## src/rtl/bound_flasher_pkg.sv

```systemverilog
// Shared state encoding for the bound flasher family.
// Encodings are fixed because current_state is exported for debug/status.
package bound_flasher_pkg;

  localparam int STATE_W = 3;

  typedef enum logic [STATE_W-1:0] {
    IDLE    = 3'd0,
    UP_FULL = 3'd1,
    DN_A    = 3'd2,
    UP_B    = 3'd3,
    DN_ZERO = 3'd4,
    UP_A    = 3'd5,
    DN_END  = 3'd6,
    DN_K1   = 3'd7
  } bf_state_e;

  // Fill phases add a lamp per step; every other active phase removes one.
  function automatic logic is_up(input bf_state_e s);
    return (s == UP_FULL) || (s == UP_B) || (s == UP_A);
  endfunction

endpackage

```

## src/rtl/bound_flasher_param_prescaler.sv

```systemverilog
// Step-rate divider: tick pulses once every STEP_DIV clocks; clear restarts the count.
module bf_step_prescaler #(
  parameter int STEP_DIV = 1
) (
  input  logic clk,
  input  logic reset,
  input  logic clear,
  output logic tick
);

  localparam int CW = (STEP_DIV > 1) ? $clog2(STEP_DIV) : 1;
  localparam logic [CW-1:0] LAST = CW'(STEP_DIV - 1);

  logic [CW-1:0] count_reg;

  assign tick = (count_reg == LAST);

  always_ff @(posedge clk or posedge reset) begin
    if (reset) begin
      count_reg <= '0;
    end else if (clear || tick) begin
      count_reg <= '0;
    end else begin
      count_reg <= count_reg + 1'b1;
    end
  end

endmodule

```

## src/rtl/bound_flasher_param.sv

```systemverilog
// Parametrised bound flasher: thermometer LED bar driven through a fixed fill/drain sequence.
// Optional BOUND_FLASHER_SYNC_EN inserts a 2-flop synchroniser on flick.
module bound_flasher_param
  import bound_flasher_pkg::*;
#(
  parameter int N_LED    = 16,
  parameter int BOUND_A  = 5,
  parameter int BOUND_B  = 10,
  parameter int STEP_DIV = 1
) (
  input  logic                         clk,
  input  logic                         reset,
  input  logic                         flick,
  output logic [N_LED-1:0]             LED,
  output logic [STATE_W-1:0]           current_state,
  output logic [$clog2(N_LED+1)-1:0]   current_index
);

  localparam int IW = $clog2(N_LED + 1);
  localparam logic [IW-1:0] LIT_A    = IW'(BOUND_A);
  localparam logic [IW-1:0] LIT_A1   = IW'(BOUND_A + 1);
  localparam logic [IW-1:0] LIT_B1   = IW'(BOUND_B + 1);
  localparam logic [IW-1:0] LIT_FULL = IW'(N_LED);

  bf_state_e        state_reg;
  logic [IW-1:0]    lit_count_reg;
  logic [N_LED-1:0] led_reg;
  logic             flick_prev_reg;
  logic             flick_pend_reg;
  logic             flick_s;
  logic             flick_evt;
  logic             step_tick;
  logic             presc_clear;
  logic [IW-1:0]    lit_inc;
  logic [IW-1:0]    lit_dec;
  logic [N_LED-1:0] led_up;
  logic [N_LED-1:0] led_dn;

`ifdef BOUND_FLASHER_SYNC_EN
  logic [1:0] sync_reg;

  always_ff @(posedge clk or posedge reset) begin
    if (reset) begin
      sync_reg <= 2'b00;
    end else begin
      sync_reg <= {sync_reg[0], flick};
    end
  end

  assign flick_s = sync_reg[1];
`else
  assign flick_s = flick;
`endif

  assign flick_evt   = flick_s & ~flick_prev_reg;
  assign presc_clear = (state_reg == IDLE) && flick_evt;

  bf_step_prescaler #(
    .STEP_DIV (STEP_DIV)
  ) u_prescaler (
    .clk   (clk),
    .reset (reset),
    .clear (presc_clear),
    .tick  (step_tick)
  );

  // The bar is always a thermometer code, so a step is a one-bit shift.
  assign lit_inc = lit_count_reg + 1'b1;
  assign lit_dec = lit_count_reg - 1'b1;
  assign led_up  = {led_reg[N_LED-2:0], 1'b1};
  assign led_dn  = {1'b0, led_reg[N_LED-1:1]};

  always_ff @(posedge clk or posedge reset) begin
    if (reset) begin
      state_reg      <= IDLE;
      lit_count_reg  <= '0;
      led_reg        <= '0;
      flick_prev_reg <= 1'b0;
      flick_pend_reg <= 1'b0;
    end else begin
      flick_prev_reg <= flick_s;

      // A new event wins over the per-tick clear so it is seen on the following tick.
      if (flick_evt && (state_reg != IDLE)) begin
        flick_pend_reg <= 1'b1;
      end else if (step_tick) begin
        flick_pend_reg <= 1'b0;
      end

      if (state_reg == IDLE) begin
        if (flick_evt) begin
          state_reg <= UP_FULL;
        end
      end else if (step_tick) begin
        if (is_up(state_reg)) begin
          lit_count_reg <= lit_inc;
          led_reg       <= led_up;
        end else begin
          lit_count_reg <= lit_dec;
          led_reg       <= led_dn;
        end

        case (state_reg)
          UP_FULL: begin
            if (flick_pend_reg && ((lit_inc == LIT_A1) || (lit_inc == LIT_B1))) begin
              state_reg <= DN_K1;
            end else if (lit_inc == LIT_FULL) begin
              state_reg <= DN_A;
            end
          end
          DN_A:    if (lit_dec == LIT_A) state_reg <= UP_B;
          UP_B:    if (lit_inc == LIT_B1) state_reg <= flick_pend_reg ? DN_A : DN_ZERO;
          DN_ZERO: if (lit_dec == '0) state_reg <= UP_A;
          UP_A:    if (lit_inc == LIT_A1) state_reg <= flick_pend_reg ? DN_ZERO : DN_END;
          DN_END:  if (lit_dec == '0) state_reg <= IDLE;
          DN_K1:   if (lit_dec == '0) state_reg <= UP_FULL;
          default: state_reg <= IDLE;
        endcase
      end
    end
  end

  assign LED           = led_reg;
  assign current_state = state_reg;
  assign current_index = lit_count_reg;

endmodule

```

## config.mk

```make
export PLATFORM = sky130hd
export DESIGN_NAME = bound_flasher_param
export DESIGN_NICKNAME = d
export VERILOG_FILES = /design/src/rtl/bound_flasher_pkg.sv /design/src/rtl/bound_flasher_param_prescaler.sv /design/src/rtl/bound_flasher_param.sv
export SDC_FILE = /design/constraint.sdc
export NUM_CORES = 1
export LEC_CHECK = 0
export ABC_CLOCK_PERIOD_IN_PS = 2900
export BUFFER_PORTS_ARGS = -buffer_cell sky130_fd_sc_hd__buf_4
export CAP_MARGIN = 5
export CORE_UTILIZATION = 56
export DETAILED_ROUTE_END_ITERATION = 12
export PLACE_DENSITY = 0.77
export RECOVER_POWER = 100
export SLEW_MARGIN = 20
export SYNTH_ARGS = -nofsm -noshare
export SYNTH_HDL_FRONTEND = slang
export SYNTH_SLANG_ARGS = --single-unit
```

## constraint.sdc

```tcl
create_clock -name clk -period 2.9 [get_ports clk]
set_input_delay 0.58 -clock clk [delete_from_list [all_inputs] [get_ports clk]]
set_output_delay 0.58 -clock clk [all_outputs]
set_load 0.01 [all_outputs]
```

== After elaboration in Yosys (flattened, before gate mapping) ==
Cells that the tools add are included.

* Add/sub/neg operators: 3
* Multipliers: 0
* Divide/modulo/power cells: 0
* $lt $le $gt $ge: 0
* Eq/ne operators: 21
* Shift-type cells: 0
* Muxes and demuxes: 19
* Bitwise operators: 4
* Reductions and logical operators: 12

{| class="wikitable"
|+ Operators with widths
! operator !! count
|-
| $mux W3 || 12
|-
| $pmux W3 S7 || 1
|-
| $mux W16 || 1
|-
| $eq A3 B3 Y1 const B || 4
|-
| $ne A3 B3 Y1 const B || 4
|-
| $eq A5 B3 Y1 const B || 2
|-
| $reduce_and A9 Y1 || 1
|-
| $eq A3 B2 Y1 const B || 2
|-
| $ne A2 B2 Y1 const B || 3
|-
| $ne A3 B2 Y1 const B || 2
|-
| $add A5 B1 Y5 const B || 1
|-
| $eq A5 B4 Y1 const B || 1
|-
| $eq A5 B5 Y1 const B || 1
|-
| $logic_not A5 Y1 || 1
|-
| $mux W5 || 1
|-
| $sub A5 B1 Y5 const B || 1
|-
| $logic_or A1 B1 Y1 || 4
|-
| $ne A4 B2 Y1 const B || 1
|-
| $eq A3 B1 Y1 const B || 1
|-
| $logic_and A1 B1 Y1 || 3
|-
| $logic_not A3 Y1 || 1
|-
| $mux W1 || 3
|-
| $not A1 Y1 || 3
|-
| $reduce_bool A3 Y1 || 1
|-
| other kinds (4) || 4
|}

* Register bits after elaboration: 27
* Bits in latches: 0
* RAM bits: 0
* Memory bits (read-only): 0
* Bits of input ports: 3
* Output and inout bits: 24
* Logic and storage cells: 65
* Memories kept: 0

== Logic depth before layout (Yosys ltp) ==
Gate-level depths: netlist (run 1).

* Word-level depth: 8
* Gate-level depth with buffers: 8

== Hierarchy ==
Synthesis (run 1) repeated with hierarchy kept, for this count alone.

* Cell total of the unflattened synthesis: 182
* Area total of the unflattened synthesis: 1,742.9 sq um

{| class="wikitable"
|+ By module, submodules not included
! module !! times used !! cells an instance !! area an instance (sq um) !! seq. area each (sq um)
|-
| bound_flasher_param || 1 || 178 || 1,706.6 || 650.6
|-
| bf_step_prescaler || 1 || 4 || 36.3 || 25.0
|}

== Least setup slack after synthesis (run 1) ==
OpenSTA, ideal clock, no wires.

* Path kind: flip-flop to flip-flop
* From: register lit_count_reg[0], in the netlist current_index[0]
* To: register state_reg[0], in the netlist current_state[0]
* Arrival: 2.185 ns
* Path slack: 0.646 ns
* Stages on the path, launching flop included: 9
* Path buffers: 0
* Period minus slack after synthesis: 2.254 ns
* Cells stage by stage: dfrtp_1 -> inv_1 -> ha_1 -> xor2_1 -> nor3b_1 -> a41oi_1 -> o211a_1 -> or4_1 -> nand3_1

* Cells in the longest elaborated chain, start to end: 8

{| class="wikitable"
|+ RTL lines
! item !! line !! text
|-
| start: declaration || bound_flasher_param.sv:26 || <nowiki>logic [IW-1:0] lit_count_reg;</nowiki>
|-
| start signal: assignment || bound_flasher_param.sv:96 || <nowiki>lit_count_reg <= lit_inc;</nowiki>
|-
| start signal: assignment || bound_flasher_param.sv:99 || <nowiki>lit_count_reg <= lit_dec;</nowiki>
|-
| $add A5 B1 Y5 || bound_flasher_param.sv:68 || <nowiki>assign lit_inc = lit_count_reg + 1'b1;</nowiki>
|-
| $eq A5 B3 Y1 / $eq A5 B4 Y1 (equally long branches) || bound_flasher_param.sv:105, bound_flasher_param.sv:114, bound_flasher_param.sv:112 ||
|-
| $logic_or A1 B1 Y1 || bound_flasher_param.sv:105 || <nowiki>if (flick_pend_reg && ((lit_inc == LIT_A1) || (lit_inc == LIT_B1))) begin</nowiki>
|-
| $logic_and A1 B1 Y1 || bound_flasher_param.sv:105 ||
|-
| $mux W3 || bound_flasher_param.sv:105 ||
|-
| $pmux W3 S7 || bound_flasher_param.sv:103 || <nowiki>case (state_reg)</nowiki>
|-
| $mux W3 || bound_flasher_param.sv:94 || <nowiki>end else if (step_tick) begin</nowiki>
|-
| $mux W3 || bound_flasher_param.sv:90 || <nowiki>if (state_reg == IDLE) begin</nowiki>
|-
| end signal: assignment || bound_flasher_param.sv:112 || <nowiki>UP_B: if (lit_inc == LIT_B1) state_reg <= flick_pend_reg ? DN_A : DN_ZERO;</nowiki>
|-
| end signal: assignment || bound_flasher_param.sv:114 || <nowiki>UP_A: if (lit_inc == LIT_A1) state_reg <= flick_pend_reg ? DN_ZERO : DN_END;</nowiki>
|-
| end: declaration || bound_flasher_param.sv:25 || <nowiki>bf_state_e state_reg;</nowiki>
|}

Several ways; a longest one is shown, not always the timed one. The select of a mux whose other input is x is not followed.
A chain may end at the register's enable or synchronous reset.

== Worst setup path in the final report (run 1) ==
* From: register lit_count_reg[0], in the netlist current_index[0]
* To: register state_reg[2], in the netlist current_state[2]

The elaborated chain is that of the path after synthesis.

==> results of run 1 <==
## routing by layer
layer,wire length [µm],share of wire,GRT usage
met1,1640,0.46,0.326
met2,1720,0.48,0.389
met3,152,0.043,0.0357
met4,56,0.016,0.0884
met5,0,0,0
## cell type report
class | instances | area [µm²]
multi-input combinational | 159 | 957
fill | 270 | 1020
clock buffer | 4 | 26.3
timing repair buffer | 28 | 114
inverter | 5 | 18.8
tap | 31 | 38.8
sequential | 27 | 676
## synthesized netlist by cell type, types with 2 or more instances
cell / instances / area (µm²)
nand3b_1: 3 / 22.5
nand3_1: 8 / 40.0
buf_6: 2 / 22.5
o21ai_0: 5 / 25.0
nand2b_1: 5 / 31.3
inv_1: 5 / 18.8
a311oi_1: 2 / 17.5
nor3b_1: 2 / 15.0
a31oi_1: 13 / 81.3
buf_4: 2 / 15.0
nor2_1: 25 / 93.8
or2_2: 2 / 12.5
a21oi_1: 8 / 40.0
nand2_1: 37 / 139
ha_1: 6 / 75.1
nor3_1: 3 / 15.0
dfrtp_1: 27 / 676
xnor2_1: 6 / 52.6
a32o_1: 2 / 20.0
and2_1: 2 / 12.5
clkbuf_1: 6 / 22.5
nor2b_1: 2 / 12.5
## power breakdown
group / switching (mW) / internal, mW / total [mW]
Clock: 0.106 / 0.0538 / 0.160
Sequential: 0.296 / 0.543 / 0.839
Combinational: 0.737 / 0.525 / 1.26
Total: 1.14 / 1.12 / 2.26
## stage by stage
step | cell area, µm² | setup WS [ns] | hold WS, ns | utilization | instances
after floorplan | 1750 | 0.646 | 0.502 | - | 204
after global placement | 1910 | 0.597 | 0.533 | 0.668 | 250
after detailed placement | 1910 | 0.423 | 0.545 | 0.668 | 250
after CTS | 1930 | 0.403 | 0.294 | 0.677 | 254
after global routing | 1830 | 0.189 | 0.367 | 0.642 | 254
final | 1830 | 0.381 | 0.385 | 0.642 | 254
## cell families after synthesis
logic type | count (synthesis) | share of synthesized area
compound gates | 49 | 0.207
xor+xnor | 8 | 0.0444
fa+ha+maj | 6 | 0.0429
buf+inv | 18 | 0.0644
flops | 27 | 0.387
other cells | 1 | 0.00215
simple gates | 95 | 0.253
## worst paths after layout
check | start | to | slack, ns | depth (start not counted)
max | current_index[0]$_DFFE_PP0P_ | current_state[2]$_DFFE_PP0P_ | 0.38 | 7
min | flick | flick_prev_reg$_DFF_PP0_ | 0.38 | 1
max reg2reg | current_index[0]$_DFFE_PP0P_ | current_state[2]$_DFFE_PP0P_ | 0.38 | 7
min reg2reg | flick_prev_reg$_DFF_PP0_ | flick_pend_reg$_DFFE_PP0P_ | 0.56 | 2
max in group asynchronous | reset | current_index[0]$_DFFE_PP0P_ | 1.35 | 3
min in group asynchronous | reset | flick_prev_reg$_DFF_PP0_ | 0.72 | 3
==> results.md, run 1 <==
* Ys Warns at 0
* CTS Buf Count at 3
* RSZ-0062 raised after global routing: no
* Final min period at 2.52 ns
* DRC viols at 0
* LEAKAGE at 0.763 nW
* Fin crit share at 0.869
* Most common cell on crit path: nand3_1
* Final Routed Wirelength at 3570 µm
* Synth Instances at 204
* Final hold violations at 0
* Vias at 1531
* Share of cells above drive strength 1 at 0.0942
* Synth unique cells at 53
* Core area at 0.00285 mm²
* Worst slew pin tran at 1.42 ns
* Synth Register Bits at 27
* Max incr delay on CP at 0.57 ns
* Post-synth EDFFs at 0
* H-tree levels at 1
* CTS max path bufs at 2
* Worst rel slew slack at 0.0531
* Final HPWL DP at 2520 µm
* Max FFs per register at 16
* Clock Latency Late Sink at 0.32 ns
* Startpoint Class: flip-flop
* Initial antenna violation count at 0
* Status: completed
* First-pass DRT Iterations at 5
* Power per cell area at 1240 mW/mm²
* DR iter-0 viols at 120
* Die area at 0.00335 mm²
* Total grt overflow at 0
* Hold WC Path Type: in -> reg
* Routed Antenna Nets at 0
* Die X at 57.9 µm
* Die Height at 57.9 µm
* Global placement routability congestion at 0.837
* TritonCTS clock tree: yes
* Crit path buf inv count at 0
* Post-synthesis sequential area ratio at 0.387
* PortBufs at 26
* Post-CTS sizing at 0
* GRT Util Overall at 0.239
* CP Capture Type: flip-flop
* Worst vdd ir at 0.000626 V
* Vias in the first global route at 1412
* CP max-delay cell: dfrtp_1
* Post-Syn Nets at 213
* WL per Instance at 14.0 µm
* Clk root buf: clkbuf_4
* Final net count at 233
* Clock Sinks at 27
* Syn Area/Cell at 8.57 µm²
* Initial Util at 0.613
* Synthesis-to-layout area growth at 4.72%
* Final setup viols at 0
* Top Ports at 27
* Setup TNS at 0 ns
* Largest fanout on the critical path at 11
* Max Cap Viol at 0
* Most common cell after layout, fill and taps aside: nand2_1
* CP delay by family, top: compound AO/OA/AOI/OAI gates
* Critical Path, Cell by Cell: ha_1 -> nand3_1 -> xor2_2 -> o211ai_1 -> a311oi_1 -> nand3_1 -> a32o_1
* Netlist Area Pre-Place at 0.00175 mm²
* Total power at 2.26 mW
* Critical path type: reg -> reg
* Largest net degree at the start of global routing at 39
* CTS clk-pin slew, worst paths at 0.14 ns
* Final Max Slew Viols at 0
* Row Count at 19
* Total setup buffers inserted after CTS at 0
* Main flop type after synthesis: dfrtp_1
* First-pass GRT wire length at 6290 µm
* Diodes inserted at 0
* Achievable Freq at 397 MHz
* Commonest non-fill, non-tap cells in the layout: nand2_1, dfrtp_1, clkbuf_1
* Hold Buf Count CTS at 0
* Worst path required time at 3.12 ns
* Fraction of registers with async set/reset at 1.00
* Clock Skew at 0.00477 ns
* CP arrival at 2.74 ns
* Drt via density at 6.03
(Power assumes the default switching activity.)
==> run 2: changes to the inputs <==
CELL_PAD_IN_SITES_DETAIL_PLACEMENT = 1   (was default)
CELL_PAD_IN_SITES_GLOBAL_PLACEMENT = 2   (was default)
CORE_UTILIZATION = 34   (was 56)
==> run 2 against run 1 <==
- worst hold slack gained 0.051 ns
- critical path type unchanged
- clock power grew 34%
- maximum frequency grew 0.73%
- sequential power grew 2%
- power grew 5.1%
==> results.md, run 2 (same netlist as run 1, synthesis figures left out) <==
* Most common cell after layout, fill and taps aside: nand2_1
* Core area at 0.00485 mm² (+70%)
* RSZ-0062 raised after global routing: no
* Hold WC Path Type: in -> reg
* Final Max Slew Viols at 0 (unchanged)
* WL per Instance at 15.3 µm (+8.8%)
* Comb power frac at 0.552 (-0.006)
* Max FFs per register at 16 (unchanged)
* Pint at 1.18 mW (+5.5%)
* CTS clk-pin slew, worst paths at 0.10 ns (-0.04 ns)
* CP Capture Type: flip-flop
* Hold Path End: flick_prev_reg$_DFF_PP0_
* Max Cap Viol at 0 (unchanged)
* Routed Antenna Nets at 0 (unchanged)
* CTS max path bufs at 2 (unchanged)
* Worst rel slew slack at 0.00710 (-0.0460)
* Sequential fraction of design power at 0.358 (-0.013)
* Row Count at 25 (+6)
* TritonCTS clock tree: yes
* First-pass DRT Iterations at 4 (-1)
* Drt via density at 5.16 (-14%)
* Final HPWL DP at 3350 µm (+33%)
* Reg-to-reg setup timing slack at 0.40 ns (+0.02 ns)
* Post-CTS sizing at 0 (unchanged)
* Clk root buf: clkbuf_8
* HP Start: flick
* Startpoint Class: flip-flop
* Status: completed
* PortBufs at 26 (unchanged)
* Commonest non-fill, non-tap cells in the layout: nand2_1, dfrtp_1, clkbuf_1
* H-tree levels at 1 (unchanged)
* Achievable Freq at 400 MHz (+0.73%)
* Worst path required time at 3.07 ns (-0.05 ns)
* Hold Buf Count CTS at 0 (unchanged)
* Hold path depth at 1 (unchanged)
* Clock Skew at 0.00485 ns (+0.0000749 ns)
* Worst vdd ir at 0.000402 V (-36%)
* Vias at 1507 (-1.6%)
* R2R depth at 7 (unchanged)
* Total setup buffers inserted after CTS at 0 (unchanged)
* Final Routed Wirelength at 4460 µm (+25%)
* First-pass GRT wire length at 7450 µm (+19%)
* Largest net degree at the start of global routing at 39 (unchanged)
* Die Height at 73.7 µm (+27%)
* Final hold violations at 0 (unchanged)
* Clock Sinks at 27 (unchanged)
* Clock Latency Late Sink at 0.27 ns (-0.05 ns)
* DR iter-0 viols at 43 (-64%)
* FF-to-FF End: current_state[2]$_DFFE_PP0P_
* DRC viols at 0 (unchanged)
* Total grt overflow at 0 (unchanged)
* Fin crit share at 0.862 (-0.00627)
* Vias in the first global route at 1524 (+7.9%)
* Total power at 2.38 mW (+5.1%)
* Final net count at 235 (+0.86%)
* Setup TNS at 0 ns (unchanged)
* Largest fanout on the critical path at 11 (unchanged)
* GRT Util Overall at 0.179 (-0.0599)
* Initial antenna violation count at 0 (unchanged)
* Psw at 1.19 mW (+4.6%)
* CTS Buf Count at 3 (unchanged)
* Critical path type: reg -> reg
* Power per cell area at 1250 mW/mm² (+1.3%)
* Final min period at 2.50 ns (-0.0182 ns)
* Synthesis-to-layout area growth at 8.66%
* Power share of the clock group at 0.090 (+0.019)
* Die X at 73.7 µm (+27%)
* Worst setup margin at 0.399 ns (+0.0182 ns)
* Initial Util at 0.361 (-0.252)
* Reg-to-Reg Start: current_index[0]$_DFFE_PP0P_
* Die area at 0.00543 mm² (+62%)
* Diodes inserted at 0 (unchanged)
* Top Ports at 27 (unchanged)
* Worst slew pin tran at 1.49 ns (+0.0690 ns)
* Pre-CTS WS at 0.431 ns (+0.00797 ns)
* Sw frac at 0.501 (-0.00223)
* Global placement routability congestion at 0.766 (-8.5%)
* Share of cells above drive strength 1 at 0.0978 (+0.00361)
* Final setup viols at 0 (unchanged)
* CP arrival at 2.67 ns (-0.07 ns)
* LEAKAGE at 0.778 nW (+2.0%)
[run 2: metrics by stage]
step                hold slack (ns)  cell area [µm²]   util  cells
CTS                           0.381             2010  0.415    292
finish                        0.436             1900  0.392    292
detailed placement            0.552             1970  0.405    288
global route                  0.426             1900  0.392    292
floorplan                     0.502             1750      -    204
global placement              0.527             1970  0.405    288
[run 2: how the worst max path moves through the flow]
stage	cells after the start	slack [ns]	from	endpoint
2_1_floorplan	8	0.65	current_index[0]$_DFFE_PP0P_	current_state[0]$_DFFE_PP0P_
3_3_place_gp	8	0.56	current_index[0]$_DFFE_PP0P_	current_state[0]$_DFFE_PP0P_
3_5_place_dp	8	0.43	current_index[0]$_DFFE_PP0P_	current_state[0]$_DFFE_PP0P_
4_1_cts	8	0.41	current_index[0]$_DFFE_PP0P_	current_state[0]$_DFFE_PP0P_
5_1_grt	7	0.12	current_index[0]$_DFFE_PP0P_	current_state[2]$_DFFE_PP0P_
6_report	7	0.40	current_index[0]$_DFFE_PP0P_	current_state[2]$_DFFE_PP0P_
[run 2: power by group through the flow]
stage / registers, mW / logic [mW] / clock network (mW)
5_1_grt: 0.901 / 1.47 / 0.241
6_report: 0.852 / 1.31 / 0.214
3_3_place_gp: 0.849 / 1.42 / 0
4_1_cts: 0.863 / 1.47 / 0.224
3_5_place_dp: 0.868 / 1.47 / 0
2_1_floorplan: 0.794 / 1.05 / 0
[run 2: cell type report]
cell class / instances / area, µm²
clock inverters: 1 / 5.00
fillers: 614 / 2950
repair buffers: 30 / 125
flip-flops and latches: 27 / 676
clock buffers: 3 / 41.3
inverters: 5 / 18.8
well taps: 67 / 83.8
multi-input cells: 159 / 950
[run 2: worst max-delay path, cell delays in order, from the launching register on]
cell and delay (ns):
dfrtp_1 0.54, ha_1 0.35, nand3_1 0.19, xor2_1 0.35, o211ai_1 0.20, a311oi_1 0.40, nand3_1 0.14, a32o_1 0.23
[run 2: metal layers]
layer  up-vias  routed length (µm)  part of all wire  track usage
met5         -                   0                 0            0
met4         0                  20            0.0045       0.0385
met3         2                  55             0.012       0.0206
met2        13                2320              0.52        0.319
met1       742                2060              0.46        0.232
li1        750                   -                 -            -
